===== config.mk =====
export PLATFORM = sky130hd
export DESIGN_NAME = decl_check
export DESIGN_NICKNAME = d
export VERILOG_FILES = /design/src/rtl/decl_check.sv
export SDC_FILE = /design/constraint.sdc
export NUM_CORES = 1
export LEC_CHECK = 0
export CORE_AREA = 4 4 95 88
export DETAILED_ROUTE_END_ITERATION = 8
export DIE_AREA = 0 0 99 92
export DONT_BUFFER_PORTS = 1
export MAX_ROUTING_LAYER = met4
export PLACE_DENSITY = 0.61
export SKIP_CTS_REPAIR_TIMING = 1
export SYNTH_ARGS = -nofsm -noshare
export SYNTH_HDL_FRONTEND = slang
export SYNTH_SLANG_ARGS = --single-unit

===== constraint.sdc =====
create_clock -name clk -period 8.1 [get_ports clk]
set_input_delay 1.62 -clock clk [delete_from_list [all_inputs] [get_ports clk]]
set_output_delay 1.62 -clock clk [all_outputs]
set_load 0.005 [all_outputs]

===== src/rtl/decl_check.sv =====
// decl_check: streaming checker for C-style scalar declarations of the form
// "int a, b;" or "char x;". One ASCII character is consumed per enabled
// clock. A verdict pulse is produced one cycle after each ';'.
module decl_check #(
    parameter int MAX_ID_LEN = 31,
    parameter int CNT_W      = 8
) (
    input  logic             clk,
    input  logic             reset,
    input  logic             en,
    input  logic [7:0]       in,
    output logic             done,
    output logic             ok,
    output logic [CNT_W-1:0] id_count,
    output logic [CNT_W-1:0] stmt_total
);

    // The length tracker must reach MAX_ID_LEN+1 in identifiers and 4 in "char".
    localparam int LEN_MAX = MAX_ID_LEN + 1;
    localparam int LEN_W   = $clog2(((LEN_MAX > 4) ? LEN_MAX : 4) + 1);

    typedef enum logic [2:0] {
        S_IDLE,
        S_TYPE,
        S_TSP,
        S_ID,
        S_IDSP,
        S_SEP,
        S_SKIP
    } state_t;

    state_t           state, state_n;
    logic [LEN_W-1:0] len, len_n;
    logic             int_m, int_m_n;
    logic             char_m, char_m_n;
    logic [CNT_W-1:0] id_cnt, id_cnt_n, id_cnt_inc;
    logic [CNT_W-1:0] total_n, total_inc, idc_n;
    logic             done_n, ok_n, err;
    logic             is_sp, is_comma, is_semi, is_alpha, is_digit;
    logic             int_next, char_next, is_kw, id_valid;

    // Character of "int" expected at a given position.
    function automatic logic [7:0] int_char(input logic [LEN_W-1:0] idx);
        logic [7:0] c;
        c = 8'h00;
        if (idx == LEN_W'(0))      c = 8'h69;
        else if (idx == LEN_W'(1)) c = 8'h6E;
        else if (idx == LEN_W'(2)) c = 8'h74;
        return c;
    endfunction

    // Character of "char" expected at a given position.
    function automatic logic [7:0] char_char(input logic [LEN_W-1:0] idx);
        logic [7:0] c;
        c = 8'h00;
        if (idx == LEN_W'(0))      c = 8'h63;
        else if (idx == LEN_W'(1)) c = 8'h68;
        else if (idx == LEN_W'(2)) c = 8'h61;
        else if (idx == LEN_W'(3)) c = 8'h72;
        return c;
    endfunction

    assign is_sp    = (in == 8'h20);
    assign is_comma = (in == 8'h2C);
    assign is_semi  = (in == 8'h3B);
    assign is_alpha = ((in >= 8'h41) && (in <= 8'h5A)) ||
                      ((in >= 8'h61) && (in <= 8'h7A)) || (in == 8'h5F);
    assign is_digit = (in >= 8'h30) && (in <= 8'h39);

    // Keyword match progress: the word so far is still a prefix of "int"/"char".
    assign int_next  = int_m  && (len < LEN_W'(3)) && (in == int_char(len));
    assign char_next = char_m && (len < LEN_W'(4)) && (in == char_char(len));
    assign is_kw     = (int_m && (len == LEN_W'(3))) || (char_m && (len == LEN_W'(4)));
    assign id_valid  = (len <= LEN_W'(MAX_ID_LEN)) && !is_kw;

    assign id_cnt_inc = (id_cnt == '1) ? id_cnt : id_cnt + 1'b1;
    assign total_inc  = (stmt_total == '1) ? stmt_total : stmt_total + 1'b1;

    // Next-state, tracker updates and the registered verdict for the current character.
    always_comb begin
        state_n  = state;
        len_n    = len;
        int_m_n  = int_m;
        char_m_n = char_m;
        id_cnt_n = id_cnt;
        done_n   = 1'b0;
        ok_n     = 1'b0;
        idc_n    = '0;
        total_n  = stmt_total;
        err      = 1'b0;
        if (en) begin
            case (state)
                S_IDLE: begin
                    if (!is_sp) begin
                        if ((in == 8'h69) || (in == 8'h63)) begin
                            state_n  = S_TYPE;
                            len_n    = LEN_W'(1);
                            int_m_n  = (in == 8'h69);
                            char_m_n = (in == 8'h63);
                        end else begin
                            err = 1'b1;
                        end
                    end
                end
                S_TYPE: begin
                    if (int_next || char_next) begin
                        len_n    = len + 1'b1;
                        int_m_n  = int_next;
                        char_m_n = char_next;
                    end else if (is_sp && is_kw) begin
                        state_n = S_TSP;
                    end else begin
                        err = 1'b1;
                    end
                end
                S_TSP, S_SEP: begin
                    if (is_alpha) begin
                        state_n  = S_ID;
                        len_n    = LEN_W'(1);
                        int_m_n  = (in == 8'h69);
                        char_m_n = (in == 8'h63);
                    end else if (!is_sp) begin
                        err = 1'b1;
                    end
                end
                S_ID: begin
                    if (is_alpha || is_digit) begin
                        if (len != LEN_W'(LEN_MAX)) len_n = len + 1'b1;
                        int_m_n  = int_next;
                        char_m_n = char_next;
                    end else if ((is_sp || is_comma || is_semi) && id_valid) begin
                        id_cnt_n = id_cnt_inc;
                        if (is_sp) begin
                            state_n = S_IDSP;
                        end else if (is_comma) begin
                            state_n = S_SEP;
                        end else begin
                            done_n   = 1'b1;
                            ok_n     = 1'b1;
                            idc_n    = id_cnt_inc;
                            total_n  = total_inc;
                            state_n  = S_IDLE;
                            id_cnt_n = '0;
                        end
                    end else begin
                        err = 1'b1;
                    end
                end
                S_IDSP: begin
                    if (is_comma) begin
                        state_n = S_SEP;
                    end else if (is_semi) begin
                        done_n   = 1'b1;
                        ok_n     = 1'b1;
                        idc_n    = id_cnt;
                        total_n  = total_inc;
                        state_n  = S_IDLE;
                        id_cnt_n = '0;
                    end else if (!is_sp) begin
                        err = 1'b1;
                    end
                end
                S_SKIP: begin
                    if (is_semi) begin
                        done_n   = 1'b1;
                        state_n  = S_IDLE;
                        id_cnt_n = '0;
                    end
                end
                default: state_n = S_IDLE;
            endcase
            if (err) begin
                id_cnt_n = '0;
                if (is_semi) begin
                    done_n  = 1'b1;
                    state_n = S_IDLE;
                end else begin
                    state_n = S_SKIP;
                end
            end
        end
    end

    // State, trackers and outputs; the verdict outputs fall back to 0 on the edge after done.
    always_ff @(posedge clk or posedge reset) begin
        if (reset) begin
            state      <= S_IDLE;
            len        <= '0;
            int_m      <= 1'b0;
            char_m     <= 1'b0;
            id_cnt     <= '0;
            done       <= 1'b0;
            ok         <= 1'b0;
            id_count   <= '0;
            stmt_total <= '0;
        end else begin
            state      <= state_n;
            len        <= len_n;
            int_m      <= int_m_n;
            char_m     <= char_m_n;
            id_cnt     <= id_cnt_n;
            done       <= done_n;
            ok         <= ok_n;
            id_count   <= idc_n;
            stmt_total <= total_n;
        end
    end

endmodule

### Yosys cells after proc, flatten, opt, wreduce, memory -nomap -nowiden

Index checks and enable logic that the tools add are counted.
W data, S select, Z words.

* register bits after elaboration: 37
* bits in latches: 0
* RAM bits: 0
* ROM bits: 0
* bits of input ports: 11
* memories kept: 0

* $add $sub $neg: 3
* multiply operators: 0
* div/mod/pow operators: 0
* magnitude comparators: 9
* equality and inequality tests: 41
* shifts and indexed selects: 0
* muxes and demuxes: 89
* bitwise logic cells: 0
* reduce and logical (&&, ||, !) cells: 32

Operator list (number)
* $mux W8: 22
* $mux W7: 7
* $mux W3: 13
* $mux W6: 6
* $pmux W8 S2: 2
* $mux W1: 31
* $eq A8 B6 Y1 const B: 3
* $eq A8 B7 Y1 const B: 3
* $ne A2 B2 Y1 const B: 12
* $ne A3 B3 Y1 const B: 8
* $pmux W6 S4: 1
* $pmux W8 S3: 1
* $reduce_and A8 Y1: 3
* $pmux W3 S6: 1
* $add A8 B1 Y8 const B: 2
* $eq A8 B8 Y1: 2
* $eq A8 B8 Y1 const B: 2
* $ge A8 B7 Y1 const B: 2
* $le A8 B7 Y1 const B: 2
* $eq A6 B2 Y1 const B: 2
* $logic_and A1 B1 Y1: 12
* $eq A3 B3 Y1 const B: 3
* $ge A8 B6 Y1 const B: 1
* $le A8 B6 Y1 const B: 1
* 22 further kinds: 32

### Logic depth before layout (Yosys ltp)

* depth after elaboration: 13
* gate-level depth with buffers: 11
* depth with buffers taken out: 9

### Worst setup path before layout

Ideal clock, no wire load.

* path type: input to register
* from: input in[0]
* to: register len[0]
* library setup time: 118 ps
* data arrival time: 3611 ps
* data required time: 7982 ps
* setup slack: 4371 ps
* cell stages on the path: 8
* cell sequence: buf_2 > a21o_1 > a221o_1 > a31o_1 > a2111oi_4 > o41ai_4 > or3b_4 > a21o_1

* cells in the longest elaborated chain, start to end: 7
* elaborated cells on any way between the ends: 28
* classes of those cells: order compare: 6; eq/ne: 11; reduce/logical: 11

Ends and longest elaborated chain
* start: declaration: RTL line 11 `input logic [7:0] in,`
* $ge A8 B7 Y1 (tied with other cells): RTL line 66 `assign is_alpha = ((in >= 8'h41) && (in <= 8'h5A)) ||`
* $logic_and A1 B1 Y1 (on tied branches): RTL line 66, 67
* $logic_or A1 B1 Y1: RTL line 66
* $logic_or A1 B1 Y1: RTL line 67 `((in >= 8'h61) && (in <= 8'h7A)) || (in == 8'h5F);`
* $logic_or A1 B1 Y1: RTL line 127 `if (is_alpha || is_digit) begin`
* $ne A2 B2 Y1 (no source line)
* $reduce_and A8 Y1 (no source line) (*)
* end signal: assignment: RTL line 198 `len <= len_n;`
* end: declaration: RTL line 33 `logic [LEN_W-1:0] len, len_n;`

Mark *: on every way between the ends. The rest lies on a longest branch, timed or not.
A chain may end at the register's enable or synchronous reset.

### Worst setup path after layout

* from: input in[6]
* to: register len[4]

Same word-level chain as after synthesis.

==> metrics.md <==
| Metric | Value |
|---|---|
| Initial antenna violation count | `0` |
| Nets | `343` |
| CTS tree | `done` |
| CTS max path bufs | `2` |
| Area growth, synth to finish | `4.41%` |
| Max Fclk | `0.280 GHz` |
| Iter 0 DRT Violations | `183` |
| Status | `finished, final reports clean` |
| Worst Setup Start Kind | `primary input` |
| Die width | `99 microns` |
| All-Layer GR Usage | `15.8%` |
| IO buf count | `0` |
| Synth Flop Type | `dfrtp_1` |
| DIE HEIGHT | `92 microns` |
| Cell area after layout | `2990 sq um` |
| Power Total | `0.000634 W` |
| Switching power share of the total | `40.7%` |
| IO Count | `29` |
| Part of the power in combinational logic | `39.9%` |
| DRT antenna net count | `0` |
| DRT met1 WL | `3380 microns` |
| Die area | `9110 sq um` |
| Yosys reg bits | `37` |
| Cell Pwr Density | `212 nW/um^2` |
| Post-synth EDFFs | `0` |
| Min-delay worst type | `reg2reg` |
| Crit Path Max Fanout | `9` |
| Sequential power share | `39.3%` |
| Fin crit period | `3.57 ns` |
| VDD IR-drop max | `0.0904 mV` |
| Largest net degree at the start of global routing | `29` |
| First-pass GRT wire length | `11700 microns` |
| Yosys cell types | `68` |
| Pleak | `1.10 nW` |
| Routed vias | `2486` |
| H-tree depth | `2` |
| Crit end category | `flip-flop` |
| Period utilisation layout | `44.1%` |
| Via density | `5.89` |
| Slew @ Worst Pin | `1.07 ns` |
| Met3 WL | `355 microns` |
| Post-Place Worst Slack | `4.25 ns` |
| Core area | `7390 sq um` |
| Clock-pin slew on the worst setup and hold paths | `0.07 ns` |
| Layout cells sized above 1 | `9.20%` |
| CTS sink count | `37` |
| Vias in the first global route | `2336` |
| Max Slew Vio Count | `0` |
| Final Setup Violations | `0` |
| Placed inst area | `2900 sq um` |
| Mapped Cells | `335` |
| Synth Warn # | `0` |
| DRC errors left | `0` |
| Share of the yosys chip area belonging to registers | `32.3%` |
| Drt pass-1 iters | `4` |
| CTS root buffer | `clkbuf_8` |
| Initial Utilization | `38.7%` |
| Cts bufs inserted | `5` |
| Total global routing overflow | `0` |
| RSZ-0062 raised after global routing | `no` |
| Clock share of power | `20.8%` |
| Metal2 WL | `3080 microns` |
| DR top layer | `met4` |
| WP data required | `8.30 ns` |
| Max_slew headroom | `28.3%` |
| Routed WL | `6870 microns` |
| Final hold vios | `0` |
| Clk_lat worst skew | `0.29 ns` |
| Cell area after synthesis | `2870 sq um` |
| Post-synth ARST share | `100%` |
| Synthesized Nets | `352` |
| GPL Wtd Cong | `0.806` |
| P_sw | `0.000258 W` |
| Synthesized area per cell | `8.55 sq um` |
| Row count | `30` |
| Internal Power | `0.000376 W` |
| CP Class | `in2reg` |
| Crit path DAT | `3.77 ns` |
| # diodes | `0` |
| Skew final | `0.00687 ns` |
| Dpl hpwl | `5100 microns` |
| Worst Slack Setup Final | `4.53 ns` |
| Max-cap violations | `0` |
| Setup TNS | `0 ns` |
| Wire per inst | `16.3 microns` |
[critical path, cell delays in order]
cell	delay, ns
nor3b_2	0.35
a32oi_1	0.22
a31o_1	0.29
a2111oi_4	0.38
o41ai_4	0.22
or3b_4	0.46
o31ai_2	0.22
[cell usage in the layout (no fill, tap or decap), types with 13 or more instances in the layout]
cell type and n:
nor2_1 38, dfrtp_1 37, o21ai_0 19, inv_1 17
nand3_1 15, a21oi_1 15, nand2_1 14, nand2b_1 13
[cell usage after synthesis (6+ instances only)]
library cell	instances	area share, %
a31oi_1	6	1.3
o21ai_1	9	1.6
nor2_1	38	5.0
ha_1	6	2.6
a21oi_1	15	2.6
dfrtp_1	37	32
clkbuf_1	10	1.3
o211ai_1	9	2.4
nand2b_1	13	2.8
nand2_1	14	1.8
nor3_1	9	1.6
xor2_1	7	2.1
inv_1	17	2.2
nand4_1	9	2.0
nand3_1	15	2.6
o21ai_0	19	3.3
[final cells by class]
class	count	area, sq um
inverters	17	63.8
repair buffers	1	7.51
clock inverters	1	7.51
well taps	96	120
fillers	742	4400
flip-flops and latches	37	926
multi-input cells	264	1780
clock buffers	6	82.6
[final timing paths]
| path | startpoint | slack, ns | depth (start not counted) | to |
|---|---|---|---|---|
| max in group asynchronous | reset | 6.23 | 2 | state[1] |
| worst max register to register | len[0] | 5.09 | 9 | len[4] |
| worst max-delay path | in[6] | 4.53 | 7 | len[4] |
| worst min register to register | stmt_total[5] | 0.51 | 1 | stmt_total[5] |
| min in group asynchronous | reset | 1.17 | 1 | len[0] |
| worst min-delay path | stmt_total[5] | 0.51 | 1 | stmt_total[5] |
[layer usage]
layer / GRT usage [%] / vias to the layer above
li1: - / 1224
met1: 21.7 / 1198
met2: 24.0 / 57
met3: 3.19 / 7
met4: 3.53 / 0
met5: - / -
[stage by stage]
stage	hold slack (ns)	cells	util [%]
2_1_floorplan	0.478	335	-
3_3_place_gp	0.509	415	39.2
3_5_place_dp	0.505	415	39.2
4_1_cts	0.515	422	40.5
5_1_grt	0.526	422	40.5
6_report	0.512	422	40.5
[state kept, by name (all words and copies together), names as in the netlist]
signal / count
char_m: 1
done: 1
id_cnt: 8
id_count: 8
int_m: 1
len: 6
ok: 1
state: 3
stmt_total: 8
[power by group through the flow]
stage / sequential [W] / clock [W] / combinational, W
after global placement: 0.000252 / 0 / 0.000246
final: 0.000249 / 0.000132 / 0.000253
after CTS: 0.000249 / 0.000137 / 0.000252
after global routing: 0.000255 / 0.000145 / 0.000279
after detailed placement: 0.000253 / 0 / 0.000251
after floorplan: 0.000227 / 0 / 0.000232
[cells by family (layout without fill, tap and decap cells)]
family,Yosys count,after routing,synth area share (%)
AOI/OAI and AO/OA,95,95,24.6
xor gates and xnor gates,12,12,3.67
adders and majority gates,6,6,2.62
buffers and inverters,34,25,5.41
DFF,37,37,32.3
muxes,6,6,2.27
and+or+nand+nor,145,145,29.1
Power figures use the tool's default switching activity.
